<file path="config.mk">
export PLATFORM = sky130hd
export DESIGN_NAME = pulse_meter
export DESIGN_NICKNAME = d
export VERILOG_FILES = /design/src/rtl/pulse_meter.sv
export SDC_FILE = /design/constraint.sdc
export NUM_CORES = 1
export LEC_CHECK = 0
export CAP_MARGIN = 25
export CORE_UTILIZATION = 35
export CTS_BUF_LIST = sky130_fd_sc_hd__clkbuf_2
export DETAILED_ROUTE_END_ITERATION = 10
export GPL_ROUTABILITY_DRIVEN = 0
export GPL_TIMING_DRIVEN = 0
export PLACE_DENSITY = 0.52
export SLEW_MARGIN = 0
export SYNTH_ARGS = -nofsm -noshare
export SYNTH_HDL_FRONTEND = slang
export SYNTH_SLANG_ARGS = --single-unit
</file>
<file path="constraint.sdc">
create_clock -name clk -period 2.78 [get_ports clk]
set_clock_uncertainty 0.15 [all_clocks]
set_input_delay 0.556 -clock clk [delete_from_list [all_inputs] [get_ports clk]]
set_output_delay 0.556 -clock clk [all_outputs]
set_load 0.01 [all_outputs]
</file>
<file path="src/rtl/pulse_meter.sv">
// Pulse-width meter: synchronises sig_in, times each high pulse in clocks and queues the widths.
// Optional `PULSE_METER_GLITCH_FILTER_EN drops pulses shorter than MIN_W and counts them.
module pulse_meter #(
  parameter int unsigned CNT_W = 8,
  parameter int unsigned DEPTH = 4,
  parameter int unsigned MIN_W = 3
) (
  input  logic                       clk,
  input  logic                       reset,
  input  logic                       sig_in,
  input  logic                       en,
  output logic                       m_valid,
  input  logic                       m_ready,
  output logic [CNT_W-1:0]           m_width,
  output logic                       m_sat,
  output logic [$clog2(DEPTH+1)-1:0] level,
  output logic                       busy,
  output logic                       ovf,
`ifdef PULSE_METER_GLITCH_FILTER_EN
  output logic [7:0]                 glitch_cnt,
`endif
  input  logic                       clr_ovf
);

  localparam int unsigned PW = $clog2(DEPTH);
  localparam int unsigned LW = $clog2(DEPTH+1);

  if (DEPTH < 2 || (DEPTH & (DEPTH - 1)) != 0 || MIN_W > (2 ** CNT_W) - 1) begin : g_bad_param
    $error("pulse_meter: DEPTH must be a power of 2 >= 2 and MIN_W must fit in CNT_W bits");
  end

  typedef enum logic [0:0] {StIdle, StHigh} state_e;

  state_e            state_q, state_d;
  logic              s1_q, s2_q, s3_q;
  logic [CNT_W-1:0]  cnt_q, cnt_d;
  logic              sat_q, sat_d;
  logic [CNT_W:0]    mem_q [DEPTH];
  logic [PW-1:0]     wptr_q, rptr_q;
  logic [LW-1:0]     level_q, level_d;
  logic              ovf_q, ovf_d;
  logic              rise, fall, push, pop, full, empty, wr, drop;

`ifdef PULSE_METER_GLITCH_FILTER_EN
  logic [7:0] glitch_q, glitch_d;
  assign glitch_cnt = glitch_q;
`endif

  assign rise = s2_q & ~s3_q;
  assign fall = ~s2_q & s3_q;

  always_comb begin
    state_d = state_q;
    cnt_d   = cnt_q;
    sat_d   = sat_q;
    push    = 1'b0;
`ifdef PULSE_METER_GLITCH_FILTER_EN
    glitch_d = glitch_q;
`endif
    unique case (state_q)
      StIdle: begin
        if (rise && en) begin
          state_d = StHigh;
          cnt_d   = CNT_W'(1);
          sat_d   = 1'b0;
        end
      end
      StHigh: begin
        if (fall) begin
          state_d = StIdle;
`ifdef PULSE_METER_GLITCH_FILTER_EN
          if (32'(cnt_q) < MIN_W) begin
            if (glitch_q != 8'hff) glitch_d = glitch_q + 8'd1;
          end else begin
            push = 1'b1;
          end
`else
          push = 1'b1;
`endif
        end else if (s2_q) begin
          // Saturate instead of wrapping so long pulses stay distinguishable.
          if (&cnt_q) sat_d = 1'b1;
          else        cnt_d = cnt_q + CNT_W'(1);
        end
      end
      default: state_d = StIdle;
    endcase
  end

  assign empty = (level_q == '0);
  assign full  = (level_q == LW'(DEPTH));
  assign pop   = ~empty & m_ready;
  // A full FIFO still accepts a push when the head leaves in the same cycle.
  assign wr    = push & (~full | pop);
  assign drop  = push & full & ~pop;

  always_comb begin
    level_d = level_q;
    unique case ({wr, pop})
      2'b10:   level_d = level_q + LW'(1);
      2'b01:   level_d = level_q - LW'(1);
      default: level_d = level_q;
    endcase
    ovf_d = ovf_q;
    if (drop)         ovf_d = 1'b1;
    else if (clr_ovf) ovf_d = 1'b0;
  end

  always_ff @(posedge clk or posedge reset) begin
    if (reset) begin
      s1_q    <= 1'b0;
      s2_q    <= 1'b0;
      s3_q    <= 1'b0;
      state_q <= StIdle;
      cnt_q   <= '0;
      sat_q   <= 1'b0;
      wptr_q  <= '0;
      rptr_q  <= '0;
      level_q <= '0;
      ovf_q   <= 1'b0;
      for (int i = 0; i < DEPTH; i++) mem_q[i] <= '0;
`ifdef PULSE_METER_GLITCH_FILTER_EN
      glitch_q <= '0;
`endif
    end else begin
      s1_q    <= sig_in;
      s2_q    <= s1_q;
      s3_q    <= s2_q;
      state_q <= state_d;
      cnt_q   <= cnt_d;
      sat_q   <= sat_d;
      level_q <= level_d;
      ovf_q   <= ovf_d;
      if (wr) begin
        mem_q[wptr_q] <= {sat_q, cnt_q};
        wptr_q        <= wptr_q + PW'(1);
      end
      if (pop) rptr_q <= rptr_q + PW'(1);
`ifdef PULSE_METER_GLITCH_FILTER_EN
      glitch_q <= glitch_d;
`endif
    end
  end

  assign m_valid          = ~empty;
  assign {m_sat, m_width} = empty ? '0 : mem_q[rptr_q];
  assign level            = level_q;
  assign busy             = (state_q == StHigh);
  assign ovf              = ovf_q;

endmodule

</file>
==> results of run 1 <==
==> through the flow <==
step / setup TNS [ns] / total power (µW)
after floorplan: 0 / 2170
after global placement: -27.08 / 2570
after detailed placement: -0.392 / 2590
after CTS: 0 / 3460
after global routing: 0 / 3620
final: 0 / 3380
==> layout by cell type (no fill, tap or decap), types with 3 or more instances in the layout <==
master / netlist / routed
buf_4: 0 / 4
clkbuf_1: 5 / 3
dfrtp_1: 57 / 55
a21oi_1: 9 / 9
nor2_1: 4 / 4
clkdlybuf4s50_1: 0 / 10
mux4_2: 9 / 9
ha_1: 6 / 5
nand2_1: 11 / 11
and2_1: 10 / 9
xnor2_1: 3 / 3
buf_2: 5 / 7
clkbuf_2: 0 / 16
xor2_1: 3 / 3
bufinv_16: 0 / 3
nand2_8: 4 / 4
inv_1: 9 / 7
o21ai_0: 6 / 6
mux2_4: 36 / 36
buf_12: 1 / 4
==> cell type report <==
cell class	count	area, µm²	area share, %
plain buffers	12	98.8	2.81
clock buffers	9	45.0	1.28
clock inverters	7	119	3.38
inverters	9	33.8	0.961
multi-input cells	129	1410	40.0
flip-flops and latches	57	1430	40.7
well taps	105	131	3.74
repair buffers	27	251	7.16
==> critical path, cell delays in order, from the launching register on <==
cell and delay (ns):
dfrtp_1 0.43, buf_4 0.16, or4b_4 0.54, nor2b_4 0.15
buf_12 0.15, inv_2 0.07, ha_4 0.13, inv_1 0.05
fa_1 0.37, xor2_1 0.15, nor2_1 0.11, xor2_1 0.15
==> sequential cells by signal (all words and copies together) (netlist names) <==
signal and flops:
rptr_q 2, s2_q 1, mem_q 36, wptr_q 2, s1_q 1, cnt_q 8
busy 1, sat_q 1, level 3, s3_q 1, ovf 1
==> power by group <==
part	leakage, µW	internal (µW)	switching [µW]	total (µW)
Combinational	0.000881	830	544	1370
Clock	0.0000881	387	335	722
Sequential	0.000728	1080	208	1290
==> kinds of logic after synthesis <==
group	Yosys count	share of synthesized area, %
adders and majority gates	7	3.24
DFF	57	48.6
buffers and inverters	22	4.09
xor gates and xnor gates	6	1.79
and+or+nand+nor	45	11.5
AOI/OAI and AO/OA	24	4.86
muxes	47	26.0
==> metal layers <==
metal	routed length, µm	global-route usage, %
met1	2770	19.6
met2	2620	23.0
met3	136	3.41
met4	106	7.31
met5	0	0
==> repair_timing <==
action                     CTS  global route
resized for setup           30            13
buffers inserted             5             0
setup endpoints to repair   10            10
gates cloned                 1             0
pin swaps                    1             0
==> worst paths after layout <==
kind | from | endpoint | slack, ns | cells past startpoint
max reg2reg | level[0]$_DFFE_PP0P_ | level[2]$_DFFE_PP0P_ | 0.11 | 11
min | s1_q$_DFF_PP0_ | s2_q$_DFF_PP0_ | 0.23 | 0
min in group asynchronous | reset | rptr_q[0]$_DFFE_PP0P_ | 0.30 | 2
min reg2reg | s1_q$_DFF_PP0_ | s2_q$_DFF_PP0_ | 0.23 | 0
max in group asynchronous | reset | mem_q[4]$_DFFE_PP0P_ | 1.59 | 3
max | level[0]$_DFFE_PP0P_ | level[2]$_DFFE_PP0P_ | 0.11 | 11
==> metrics.yaml, run 1 <==
status:
  status: "completed"
yosys:
  yosys_register_bits: 57
  yosysMostFrequentCell: "dfrtp_1"
  ys.flop_type: "dfrtp_1"
  syn_area_um2: 2940
  yosys-top-cells-area: "dfrtp_1 (49%), mux2_4 (18%), mux4_2 (6.9%), nand2_8 (2.7%), ha_1 (2.6%)"
  yosysWarnings: 0
  netlist_top_cells_count: "dfrtp_1 (57), mux2_4 (36), nand2_1 (11)"
  synth-edff-count: 0
  yosysTopAreaCell: "dfrtp_1"
  synth_fp_nets: 221
  ys_seq_area_share_pct: 48.6
  synth_cell_types: 39
  synth_top_area_share_pct: 48.6
  async_flop_share_pct: 100
  syn-mean-instance-area_um2: 14.1
  syn_inst: 208
run:
  maxCapViolCount: 0
detailed_routing:
  wl_per_cell_um: 15.9
  vias: 1700
  post_drt_via_cell_ratio: 4.79
  wl_um: 5640
  ant_nets: 0
  drc: 0
  drtIter0Drc: 74
  first_pass_iters: 4
critical_path:
  crit_required_ns: 3.05
  worst-setup-path-type: "reg2reg"
  crit_fanout: 8
  crit_path_end_kind: "register"
  critPathLaunchType: "register"
  arrival_ns: 2.93
final_layout:
  stdcell_area_um2: 3510
  area_growth_pct: 19.6
  fin_nets: 258
  fin_util_pct: 43.0
  antenna_cells: 0
  nFillCells: 773
  drive_above_1_share_pct: 40.0
  fin_cells: 355
timing:
  period_share_pct: 95.9
  tightest_slew_ns: 0.680
  finalCriticalPeriod_ns: 2.67
  hold_viol_final: 0
  slew_headroom_pct: 54.2
  whs_ns: 0.228
  fmax_ghz: 0.375
  setup_viol: 0
  setup_ws_ns: 0.114
  slew_violations: 0
  rsz0062_at_grt: "no"
die:
  rows: 33
  design.die.area_um2: 8760
  start_util_pct: 35.9
  boundaryPins: 21
  die_x_um: 93.6
  dieHeight_um: 93.6
  coreArea_um2: 8180
placement:
  dp_hpwl_um: 3630
  io_buffer_count: 20
  dp_slack_ns: -0.294
  place_area_um2: 3290
  dp_cells: 334
min_path:
  hold_path.class: "reg2reg"
global_route:
  grt_max_degree: 30
  grt_pass1_wl_um: 9370
  grt_pass1_vias: 1760
  overflow: 0
  antenna_found_initial: 0
  gr-usage-all-layers_pct: 14.9
cts:
  cts.sinks: 57
  clk_pin_slew_ns: 0.17
  cts_tree: "done"
  htreeDepth: 3
  root_buffer: "clkbuf_2"
  clk_path_buf_depth: 2
  cts_made_buffers: 9
  clk_latency_ns: 0.48
  ctsHoldBuffers: 0
pwr:
  p_leak_uw: 0.00170
  ir_drop_v: 0.000383
  power_density_nw_per_um2: 963
Note: power is estimated with default switching activity, not from simulation.
==> run 2: changes to the inputs <==
CORE_ASPECT_RATIO = 1.25   (was unset)
==> metrics.yaml, run 2 (same netlist as run 1, synthesis figures left out) <==
pwr:
  sw_frac_of_total_pct: 31.8  # -0.31 points
  ir_drop_v: 0.000381  # -0.71%
  p_clk_share_pct: 21.1  # -0.2 points
  pwr-share-seq_pct: 38.7  # +0.6 points
  total_power_uw: 3380  # about the same
  p_int_uw: 2310  # +0.49%
  p_sw_uw: 1080  # -0.92%
  power_density_nw_per_um2: 960  # -0.25%
  p_leak_uw: 0.00170  # +0.33%
  p_comb_share_pct: 40.2  # -0.4 points
die:
  start_util_pct: 35.9  # -0.082 points
  die_x_um: 83.9  # -10%
  boundaryPins: 21  # unchanged
  design.die.area_um2: 8770  # about the same
  rows: 37  # +12%
  dieHeight_um: 104  # +12%
  coreArea_um2: 8190  # +0.23%
cts:
  cts_made_buffers: 9  # unchanged
  root_buffer: "clkbuf_2"
  clk_latency_ns: 0.49  # about the same
  clk_pin_slew_ns: 0.18  # about the same
  cts.sinks: 57  # unchanged
  ctsHoldBuffers: 0  # unchanged
  clk_path_buf_depth: 2  # unchanged
  cts_tree: "done"
  htreeDepth: 3  # unchanged
critical_path:
  crit_path_end_kind: "primary output"
  crit_fanout: 3  # -5
  critPathLaunchType: "register"
  crit_required_ns: 2.07  # -0.98 ns
  cp_cell_sequence: "buf_12 -> mux4_2 -> and2_1 -> dlygate4sd2_1"
  slowest_stage: "mux4_2"
  reg2regPathDepth: 10  # -1
  r2r-end: "level[2]$_DFFE_PP0P_"
  worst-path-buf-inv: 2  # -2
  critical_path.top_delay_family: "multiplexers"
  crit_path_max_incr_delay_ns: 0.47  # -0.07 ns
  arrival_ns: 1.96  # -0.97 ns
  worst-setup-path-type: "reg2out"
  r2r_start: "level[0]$_DFFE_PP0P_"
  r2r_slack_ns: 0.18  # +0.07 ns
final_layout:
  stdcell_area_um2: 3520  # +0.28%
  drive_above_1_share_pct: 39.0  # -1.0 points
  final_common_cell: "dfrtp_1"
  top_register: "mem_q"
  fin_nets: 257  # -0.39%
  largest_reg_flops: 36  # unchanged
  area_growth_pct: 20.0
  antenna_cells: 0  # unchanged
  layout_common_cells: "dfrtp_1 (55), mux2_4 (36), clkbuf_2 (13)"
  fin_util_pct: 43.0  # about the same
detailed_routing:
  drc: 1  # +1
  drtIter0Drc: 76  # +2.7%
  wl_per_cell_um: 15.9  # +0.34%
  post_drt_via_cell_ratio: 4.95  # +3.4%
  vias: 1713  # +0.76%
  first_pass_iters: 7  # +3
  ant_nets: 0  # unchanged
  wl_um: 5510  # -2.2%
global_route:
  antenna_found_initial: 0  # unchanged
  overflow: 0  # unchanged
  grt_pass1_vias: 1791  # +1.8%
  gr-usage-all-layers_pct: 14.2  # -0.70 points
  grt_pass1_wl_um: 9270  # -1.0%
  grt_max_degree: 42  # +40%
timing:
  whs_ns: 0.181  # -0.0469 ns
  rsz0062_at_grt: "no"
  slew_headroom_pct: 54.8  # +0.60 points
  fmax_ghz: 0.375  # -0.12%
  tightest_slew_ns: 0.671  # -0.00894 ns
  period_share_pct: 96.0  # +0.12 points
  hold_viol_final: 0  # unchanged
  setup_ws_ns: 0.110  # -0.00323 ns
  finalCriticalPeriod_ns: 2.67  # +0.00323 ns
  slew_violations: 0  # unchanged
  setup_viol: 0  # unchanged
status:
  violations: "design-rule violations"
  status: "complete, but fails checks"
placement:
  dp_hpwl_um: 3610  # -0.78%
  io_buffer_count: 20  # unchanged
  dp_slack_ns: -0.294  # -0.000683 ns
  place_area_um2: 3280  # -0.30%
min_path:
  hold_path.class: "in2async"
run:
  maxCapViolCount: 0  # unchanged
run 2: changes by cell type in the layout (fill, tap and decap cells not counted), moves of 2 or more:
cell / before / now
buf_2: 7 / 5
buf_4: 4 / 2
buf_6: 2 / 6
clkbuf_2: 16 / 13
run 2: layer usage:
layer | vias to the layer above | track usage [%] | share of wire [%]
met5 | - | 0 | 0
met1 | 869 | 18.0 | 47
met3 | 7 | 3.57 | 2.7
met2 | 21 | 22.4 | 48
li1 | 816 | - | -
met4 | 0 | 7.02 | 1.7
run 2: worst max-delay path by stage:
stage / startpoint / slack, ns / cells past startpoint / end
2_1_floorplan: m_ready / 0.23 / 10 / level[2]$_DFFE_PP0P_
3_3_place_gp: reset / -0.49 / 2 / mem_q[24]$_DFFE_PP0P_
3_5_place_dp: m_ready / -0.29 / 11 / level[2]$_DFFE_PP0P_
4_1_cts: rptr_q[0]$_DFFE_PP0P_ / -0.12 / 4 / m_width[3]
5_1_grt: rptr_q[0]$_DFFE_PP0P_ / 0.003 / 4 / m_width[5]
6_report: rptr_q[0]$_DFFE_PP0P_ / 0.11 / 4 / m_width[5]
run 2: power by group through the flow:
stage | combinational (µW) | sequential (µW) | clock, µW
floorplan | 942 | 1230 | 0
global placement | 1300 | 1270 | 0
detailed placement | 1310 | 1280 | 0
CTS | 1370 | 1300 | 739
global route | 1480 | 1350 | 777
finish | 1360 | 1310 | 714
run 2: timing repair:
| action | 4_1_cts | 5_1_grt |
|---|---|---|
| hold endpoints to repair | 0 | 0 |
| endpoints found under the setup margin | 10 | 9 |
| resized for setup | 29 | 13 |
| gates cloned | 1 | 0 |
| setup buffers | 5 | 1 |
| pin swaps | 2 | 0 |
run 2: final cells by class:
type | instances | area, µm²
fill | 747 | 4670
sequential | 57 | 1430
multi-input combinational | 129 | 1400
timing repair buffer | 27 | 282
tap | 97 | 121
clock inverter | 7 | 119
buffer | 11 | 93.8
clock buffer | 9 | 45.0
inverter | 9 | 33.8
run 2: metrics by stage:
stage | instances | TNS [ns]
global route | 346 | 0
finish | 346 | 0
detailed placement | 326 | -0.404
global placement | 325 | -27.89
CTS | 346 | -0.457
floorplan | 208 | 0
